[src/rtl/reg_dump_streamer_pkg.sv]
// Shared definitions for the register-dump readout path.
// The register address width is also used by the register file and the
// compute sequencer, so it lives here rather than in the streamer.
package reg_dump_streamer_pkg;

  localparam int NUM_REGS_DEF = 32;
  localparam int DATA_W_DEF   = 32;
  localparam int REG_ADDR_W   = 5;

  // Dump sequencer states; CKSUM/CSEND are only reachable with the checksum built in.
  typedef enum logic [2:0] {
    S_IDLE,
    S_WAIT,
    S_LOAD,
    S_SEND,
    S_CKSUM,
    S_CSEND,
    S_DONE
  } dump_state_e;

  // Address of the final register in a dump of num_regs registers.
  function automatic logic [REG_ADDR_W-1:0] last_addr(input int num_regs);
    return REG_ADDR_W'(num_regs - 1);
  endfunction

endpackage

[src/rtl/reg_dump_streamer_checksum.sv]
// dump_checksum: clear/accumulate adder register for the trailing checksum word.
// Sum wraps modulo 2^DATA_W. Only instantiated when REG_DUMP_CHECKSUM_EN is defined.
module dump_checksum #(
  parameter int DATA_W = 32
) (
  input  logic              clk,
  input  logic              rst_n,
  input  logic              clr,
  input  logic              acc,
  input  logic [DATA_W-1:0] din,
  output logic [DATA_W-1:0] sum
);

  // Clear wins over accumulate so a fresh dump never inherits a stale sum.
  always_ff @(posedge clk or negedge rst_n) begin
    if (!rst_n)   sum <= '0;
    else if (clr) sum <= '0;
    else if (acc) sum <= sum + din;
  end

endmodule

[src/rtl/reg_dump_streamer.sv]
// reg_dump_streamer: walks register addresses 0..NUM_REGS-1 through a spare
// register-file read port and emits one word per register on a valid/ready stream.
// Optional feature: define REG_DUMP_CHECKSUM_EN to append a wrap-around sum word
// that carries out_last; otherwise out_last rides on the final register word.
module reg_dump_streamer
  import reg_dump_streamer_pkg::*;
#(
  parameter int NUM_REGS = NUM_REGS_DEF,
  parameter int DATA_W   = DATA_W_DEF
) (
  input  logic                  clk,
  input  logic                  rst_n,
  input  logic                  start,
  output logic [REG_ADDR_W-1:0] rd_addr,
  input  logic [DATA_W-1:0]     rd_data,
  output logic                  out_valid,
  input  logic                  out_ready,
  output logic [DATA_W-1:0]     out_data,
  output logic [REG_ADDR_W-1:0] out_addr,
  output logic                  out_last,
  output logic                  busy,
  output logic                  done
);

  localparam logic [REG_ADDR_W-1:0] LAST_ADDR = last_addr(NUM_REGS);

  dump_state_e state;
  logic        hs;

  assign hs = out_valid & out_ready;

`ifdef REG_DUMP_CHECKSUM_EN
  // Register words never carry last; the checksum word closes the dump.
  localparam logic LAST_ON_REG = 1'b0;

  logic [DATA_W-1:0] sum;

  // Sum restarts on start acceptance and picks up each word as it is loaded.
  dump_checksum #(
    .DATA_W (DATA_W)
  ) u_cksum (
    .clk   (clk),
    .rst_n (rst_n),
    .clr   (state == S_IDLE && start),
    .acc   (state == S_LOAD),
    .din   (rd_data),
    .sum   (sum)
  );
`else
  localparam logic LAST_ON_REG = 1'b1;
`endif

  // Dump sequencer; all stream outputs are registered here and held until handshake.
  always_ff @(posedge clk or negedge rst_n) begin
    if (!rst_n) begin
      state     <= S_IDLE;
      rd_addr   <= '0;
      out_valid <= 1'b0;
      out_data  <= '0;
      out_addr  <= '0;
      out_last  <= 1'b0;
      busy      <= 1'b0;
      done      <= 1'b0;
    end else begin
      case (state)
        S_IDLE: begin
          done <= 1'b0;
          if (start) begin
            rd_addr <= '0;
            busy    <= 1'b1;
            state   <= S_WAIT;
          end
        end
        // One settle cycle so rd_data reflects the freshly registered rd_addr.
        S_WAIT: state <= S_LOAD;
        S_LOAD: begin
          out_data  <= rd_data;
          out_addr  <= rd_addr;
          out_valid <= 1'b1;
          out_last  <= LAST_ON_REG && (rd_addr == LAST_ADDR);
          state     <= S_SEND;
        end
        S_SEND: begin
          if (hs) begin
            out_valid <= 1'b0;
            out_last  <= 1'b0;
            if (rd_addr == LAST_ADDR) begin
`ifdef REG_DUMP_CHECKSUM_EN
              state <= S_CKSUM;
`else
              // done/busy change on the final handshake so done is seen the next cycle.
              done  <= 1'b1;
              busy  <= 1'b0;
              state <= S_DONE;
`endif
            end else begin
              rd_addr <= rd_addr + 1'b1;
              state   <= S_WAIT;
            end
          end
        end
`ifdef REG_DUMP_CHECKSUM_EN
        S_CKSUM: begin
          out_data  <= sum;
          out_addr  <= '0;
          out_last  <= 1'b1;
          out_valid <= 1'b1;
          state     <= S_CSEND;
        end
        S_CSEND: begin
          if (hs) begin
            out_valid <= 1'b0;
            out_last  <= 1'b0;
            done      <= 1'b1;
            busy      <= 1'b0;
            state     <= S_DONE;
          end
        end
`endif
        // Start seen here is dropped: the sequencer only listens in IDLE.
        S_DONE: begin
          done  <= 1'b0;
          state <= S_IDLE;
        end
        default: state <= S_IDLE;
      endcase
    end
  end

endmodule

[config.mk]
export PLATFORM = sky130hd
export DESIGN_NAME = reg_dump_streamer
export DESIGN_NICKNAME = d
export VERILOG_FILES = /design/src/rtl/reg_dump_streamer_pkg.sv /design/src/rtl/reg_dump_streamer_checksum.sv /design/src/rtl/reg_dump_streamer.sv
export SDC_FILE = /design/constraint.sdc
export NUM_CORES = 1
export LEC_CHECK = 0
export BUFFER_PORTS_ARGS = -buffer_cell sky130_fd_sc_hd__buf_4
export CAP_MARGIN = 20
export CORE_ASPECT_RATIO = 2
export CORE_MARGIN = 3
export CORE_UTILIZATION = 40
export CTS_BUF_LIST = sky130_fd_sc_hd__clkbuf_4
export CTS_CLUSTER_SIZE = 16
export DETAILED_ROUTE_END_ITERATION = 16
export PLACE_DENSITY = 0.65
export SLEW_MARGIN = 30
export SYNTH_ARGS = -nofsm -noshare
export SYNTH_HDL_FRONTEND = slang
export SYNTH_SLANG_ARGS = --single-unit
[constraint.sdc]
create_clock -name clk -period 2.23 [get_ports clk]
set_clock_uncertainty 0.1 [all_clocks]
set_input_delay 0.446 -clock clk [delete_from_list [all_inputs] [get_ports clk]]
set_output_delay 0.446 -clock clk [all_outputs]
set_load 0.02 [all_outputs]
==> results.cfg, run 1 <==
[status]
status = complete, no violations

[final_layout]
final-seq-area_sq_um = 1230
antennaDiodeCount = 0
area_growth_pct = 37.7
nets = 256
fin_cells = 274
multi_input_area_sq_um = 721
nFillCells = 392
layout-drive-gt1-share_pct = 61.6
final_cell_mix = 81 x buf_4, 49 x dfrtp_1, 37 x mux2_2, 6 x o21ai_0, 6 x clkbuf_4
final_common_cell = buf_4

[synth]
ys_ff_latch = 49
synthArstFlopShare_pct = 100
synth_warnings = 0
syn_avg_cell_area_sq_um = 14.8
synth-adder-area-share_pct = 1.26
yosysUniqueCellTypes = 30
synth_xor_xnor_area_share_pct = 0
syn_inst = 134
synth_edf_count = 0
synth_area_sq_um = 1990
synth.yosys.seq_area_share_pct = 61.7
synth_top_family_by_area = multiplexers
synth_mux_area_share_pct = 22.7
synth_nets = 172
ys.flop_type = dfrtp_1
synthSimpleGateAreaFrac_pct = 6.17
synth_compound_area_share_pct = 5.73

[worst_setup_path]
critPathArrivalTime_ns = 2.15
critical_path.startpoint_type = register
worstSetupEndpointType = register
path_max_fanout = 5
path_class = reg -> reg
r2r_slack_ns = 0.23
reg2reg_depth = 6
reg2reg_to = rd_addr[0]$_DFFE_PN0P_
required_ns = 2.38
r2r-start = rd_addr[0]$_DFFE_PN0P_

[floorplanning]
coreArea_sq_um = 4690
dieWidth_microns = 55.8
dieHeight_microns = 106
pin_count = 82
rows = 35
dieArea_sq_um = 5900
start_util_pct = 42.4

[timing]
setup_viol = 0
fmax_mhz = 500
rsz0062_at_grt = no
fin_crit_ns = 2.00
hold_viol_final = 0
setup-tns-final_ns = 0
post-route-period-util_pct = 89.7
maxSlewHeadroom_pct = 60.1
drv_slew = 0
worstMarginPinSlew_ns = 0.598

[placement]
dp.cells = 265
port_buffers = 81
hpwl_microns = 3160
place_congestion = 0.866

[drt]
dr.pass1.iters = 4
antenna_left = 0
viasPerCell = 5.08
drc = 0
wirelength_microns = 4130
drt_iter0_drc = 20
num_vias = 1392
routedWlPerCell_microns = 15.1

[power]
vdd_ir_drop_max_v = 0.000885
p_total_mw = 3.65
power_leakage_nw = 1.37
powerDensity_nw_per_um2 = 1340

[hold_path]
holdPathEnd = out_data[1]$_DFFE_PN0P_
holdPathStages = 2
worstHoldStart = rd_data[1]
hp-class = in -> reg

[clock_network]
post_cts_buffers = 0
cts_hold_buf = 1
clock-sinks = 49
htree_num_levels = 2
clock_latency_ns = 0.35
cts_tree = yes
cts_root_buf = clkbuf_4
clock_path_buffers = 2
cts_made_buffers = 5
post_cts_resized = 0
clk_pin_slew_worst_paths_ns = 0.13

[global_route]
grt_pass1_vias = 1514
grt_max_degree = 50
gr-total-overflow = 0
grt_pass1_wl_microns = 6900
antenna_found_initial = 0
track_usage_pct = 14.6

[job]
drv_cap = 0
cell usage after synthesis (2+ instances only):
master / number / area (sq um)
a22o_2: 2 / 20.0
and3_1: 2 / 12.5
buf_4: 3 / 22.5
dfrtp_1: 49 / 1230
ha_1: 2 / 25.0
mux2_2: 37 / 417
mux2i_1: 2 / 20.0
nand2_1: 4 / 15.0
nand3_1: 3 / 15.0
nor2_1: 5 / 18.8
o21ai_0: 6 / 30.0
registers in the layout, summed over array words and instances, names as in the netlist:
name       count
out_data      32
out_addr       5
rd_addr        5
state          3
busy           1
done           1
out_last       1
out_valid      1
final cells by class:
cell class,instances,share of cell area [%]
Sequential cell,49,44.8
Multi-Input combinational cell,78,26.3
Timing Repair Buffer,83,23.3
Tap cell,55,2.51
Clock buffer,6,1.65
Clock inverter,2,1.23
Inverter,1,0.137
power by group:
group | internal, mW | total, mW | switching [mW]
Clock | 0.246 | 0.501 | 0.255
Sequential | 1.25 | 1.48 | 0.231
Combinational | 0.853 | 1.67 | 0.816
stage by stage:
step | worst slack, ns | hold WS [ns] | utilization [%] | area [sq um]
6_report | 0.230 | 0.222 | 58.4 | 2740
5_1_grt | 0.107 | 0.186 | 58.4 | 2740
4_1_cts | 0.236 | 0.202 | 58.4 | 2740
3_5_place_dp | 0.260 | 0.399 | 56.5 | 2650
3_3_place_gp | 0.299 | 0.387 | 56.5 | 2650
2_1_floorplan | 0.262 | 0.0504 | - | 1990
per-layer routing:
metal | GRT usage (%) | wire [microns] | vias up
li1 | - | - | 641
met1 | 15.4 | 1520 | 669
met2 | 25.6 | 2170 | 73
met3 | 5.15 | 357 | 9
met4 | 6.79 | 90 | 0
met5 | 0 | 0 | -
critical path: stages, from the launching register on:
cell and delay [ns]:
dfrtp_1 0.46, ha_1 0.24, and3_1 0.19, ha_1 0.21, and4b_2 0.37, a21boi_4 0.08
mux2_4 0.25
logic make-up (layout without fill, tap and decap cells):
group | count (synthesis) | in the layout
mux | 40 | 40
simple gates | 21 | 21
fa+ha+maj | 2 | 2
flops | 49 | 49
buf+inv | 7 | 92
compound gates | 15 | 15
worst max path at each step:
stage / startpoint / end / slack (ns) / depth (start not counted)
6_report: rd_addr[0]$_DFFE_PN0P_ / rd_addr[0]$_DFFE_PN0P_ / 0.23 / 6
5_1_grt: rd_addr[0]$_DFFE_PN0P_ / rd_addr[0]$_DFFE_PN0P_ / 0.11 / 6
4_1_cts: rd_addr[0]$_DFFE_PN0P_ / rd_addr[0]$_DFFE_PN0P_ / 0.24 / 6
3_5_place_dp: rd_addr[0]$_DFFE_PN0P_ / rd_addr[0]$_DFFE_PN0P_ / 0.26 / 6
3_3_place_gp: rd_addr[0]$_DFFE_PN0P_ / rd_addr[0]$_DFFE_PN0P_ / 0.30 / 6
2_1_floorplan: rd_addr[0]$_DFFE_PN0P_ / rd_addr[0]$_DFFE_PN0P_ / 0.26 / 6
(Power assumes the default switching activity.)
==> run 2, diff against run 1 <==
--- a/config.mk
+++ b/config.mk
@@ -13,8 +13,10 @@
 export CTS_BUF_LIST = sky130_fd_sc_hd__clkbuf_4
 export CTS_CLUSTER_SIZE = 16
 export DETAILED_ROUTE_END_ITERATION = 16
+export GPL_TIMING_DRIVEN = 0
 export PLACE_DENSITY = 0.65
 export SLEW_MARGIN = 30
 export SYNTH_ARGS = -nofsm -noshare
 export SYNTH_HDL_FRONTEND = slang
+export SYNTH_HIERARCHICAL = 1
 export SYNTH_SLANG_ARGS = --single-unit
==> run 2 against run 1 <==
Sequential power about the same; synthesized area unchanged; critical path type unchanged; critical path depth did not move; clock power is 1% lower; largest power group unchanged.
==> results.cfg, run 2 <==
[synth]
ys_ff_latch = 49
synthArstFlopShare_pct = 100
yosysMostFrequentCell = dfrtp_1
synth_nets = 172
synth_top_area_share_pct = 61.7
synth_edf_count = 0
ys.flop_type = dfrtp_1
yosysUniqueCellTypes = 30
syn_avg_cell_area_sq_um = 14.8
synth_area_leaders = dfrtp_1 62%, mux2_2 21%, o21ai_0 1.5%, ha_1 1.3%, buf_4 1.1%
synth_area_sq_um = 1990
synth_warnings = 6
synth.top_cells.by_count = 49 x dfrtp_1, 37 x mux2_2, 6 x o21ai_0
synth.yosys.seq_area_share_pct = 61.7
yosysTopAreaCell = dfrtp_1
syn_inst = 134

[drt]
drt-met1-wl_microns = 1670
viasPerCell = 5.05
dr.pass1.iters = 4
dr_wl_met2_microns = 2450
drt_iter0_drc = 30
drc = 0
wirelength_microns = 4490
routedWlPerCell_microns = 16.1
route.met3.wl_microns = 327
top_layer_used = met4
num_vias = 1410
antenna_left = 0

[power]
vdd_ir_drop_max_v = 0.000913
powerDensity_nw_per_um2 = 1330
power_leakage_nw = 1.39
p_total_mw = 3.67

[clock_network]
clk_pin_slew_worst_paths_ns = 0.13
htree_num_levels = 2
cts_root_buf = clkbuf_4
clock_path_buffers = 2
clock_latency_ns = 0.34
cts_tree = yes
cts_made_buffers = 5
clock-sinks = 49

[placement]
dp_worst_setup_slack_ns = 0.175
hpwl_microns = 3460
dp.cells = 270
port_buffers = 81
place_congestion = 0.793
placed_area_sq_um = 2660

[final_layout]
final_cell_mix = 84 x buf_4, 49 x dfrtp_1, 37 x mux2_2, 6 x o21ai_0, 6 x clkbuf_4
final-seq-area_sq_um = 1230
postLayoutCoreUtil_pct = 58.7
top_regs = out_data (32), out_addr (5), rd_addr (5)
fin_area_sq_um = 2750
largest_reg_flops = 32
layout-drive-gt1-share_pct = 62.1
antennaDiodeCount = 0
multi_input_area_sq_um = 713
area_growth_pct = 38.5
nFillCells = 399
fin_cells = 279
nets = 261
final_common_cell = buf_4
largest_register = out_data

[global_route]
grt_max_degree = 50
antenna_found_initial = 0
grt_pass1_vias = 1577
track_usage_pct = 15.6
grt_pass1_wl_microns = 7400
gr-total-overflow = 0

[timing]
post-route-period-util_pct = 93.6
worstMarginPinSlew_ns = 0.612
hold_viol_final = 0
drv_slew = 0
fin_crit_ns = 2.09
rsz0062_at_grt = no
setup_viol = 0
fin_ws_ns = 0.142
maxSlewHeadroom_pct = 59.2
setup-tns-final_ns = 0
hold_slack_ns = 0.224
fmax_mhz = 479

[floorplanning]
dieArea_sq_um = 5900
dieHeight_microns = 106
start_util_pct = 42.4
rows = 35
dieWidth_microns = 55.8
pin_count = 82
coreArea_sq_um = 4690

[hold_path]
worstHoldStart = rd_data[9]
hp-class = in -> reg

[worst_setup_path]
required_ns = 2.37
critPathArrivalTime_ns = 2.23
path_max_fanout = 5
path_class = reg -> reg
critical_path.startpoint_type = register
r2r-start = rd_addr[0]$_DFFE_PN0P_
startpoint = rd_addr[0]$_DFFE_PN0P_
worstSetupEndpointType = register

[status]
status = complete, no violations

[job]
drv_cap = 0
==> run 2: cell counts after synthesis <==
No cell type changed its count.
==> run 2: cell families (layout without fill, tap and decap cells) <==
family | count (synthesis) | count (layout) | synth area share, %
AO/OA/AOI/OAI | 15 | 15 | 5.73
adder cells (fa/ha/maj) | 2 | 2 | 1.26
buffers and inverters | 7 | 97 | 2.39
flip-flops | 49 | 49 | 61.7
multiplexers | 40 | 40 | 22.7
AND/OR/NAND/NOR | 21 | 21 | 6.17
==> run 2: report_power, final <==
| group | leakage, nW | total, mW | switching, mW | internal (mW) |
|---|---|---|---|---|
| combinational | 0.750 | 1.70 | 0.836 | 0.861 |
| clock | 0.0433 | 0.496 | 0.250 | 0.246 |
| sequential | 0.599 | 1.48 | 0.227 | 1.25 |
==> run 2: final timing paths <==
path	end	slack (ns)	cells past startpoint
min in group asynchronous	out_addr[0]$_DFFE_PN0P_	0.53	2
worst min-delay path	out_data[9]$_DFFE_PN0P_	0.22	2
worst max-delay path	rd_addr[0]$_DFFE_PN0P_	0.14	6
worst max register to register	rd_addr[0]$_DFFE_PN0P_	0.14	6
max in group asynchronous	out_data[3]$_DFFE_PN0P_	1.07	2
worst min register to register	out_addr[3]$_DFFE_PN0P_	0.42	1
==> run 2: layer usage <==
metal  up-vias  GRT usage, %
li1        652             -
met1       687          15.9
met2        66          29.7
met3         5          4.41
met4         0          5.09
met5         -             0
==> run 2: what timing repair did <==
action                                 4_1_cts  5_1_grt
buffers inserted                             0        0
resized for setup                            0        0
endpoints found under the hold margin        5        0
hold buffers                                 1        0
==> run 2: layout make-up <==
| type | count | share of cell area, % |
|---|---|---|
| Buffer | 6 | 1.59 |
| Clock buffer | 6 | 1.64 |
| Clock inverter | 2 | 1.23 |
| Inverter | 1 | 0.136 |
| Multi-Input combinational cell | 78 | 25.9 |
| Sequential cell | 49 | 44.5 |
| Tap cell | 55 | 2.50 |
| Timing Repair Buffer | 82 | 22.5 |
==> run 2: worst max-delay path, cell delays in order (launching register included) <==
cell      delay, ns
dfrtp_1        0.47
ha_1           0.25
and3_1         0.19
ha_1           0.24
and4b_2        0.40
a21boi_4       0.08
mux2_4         0.26
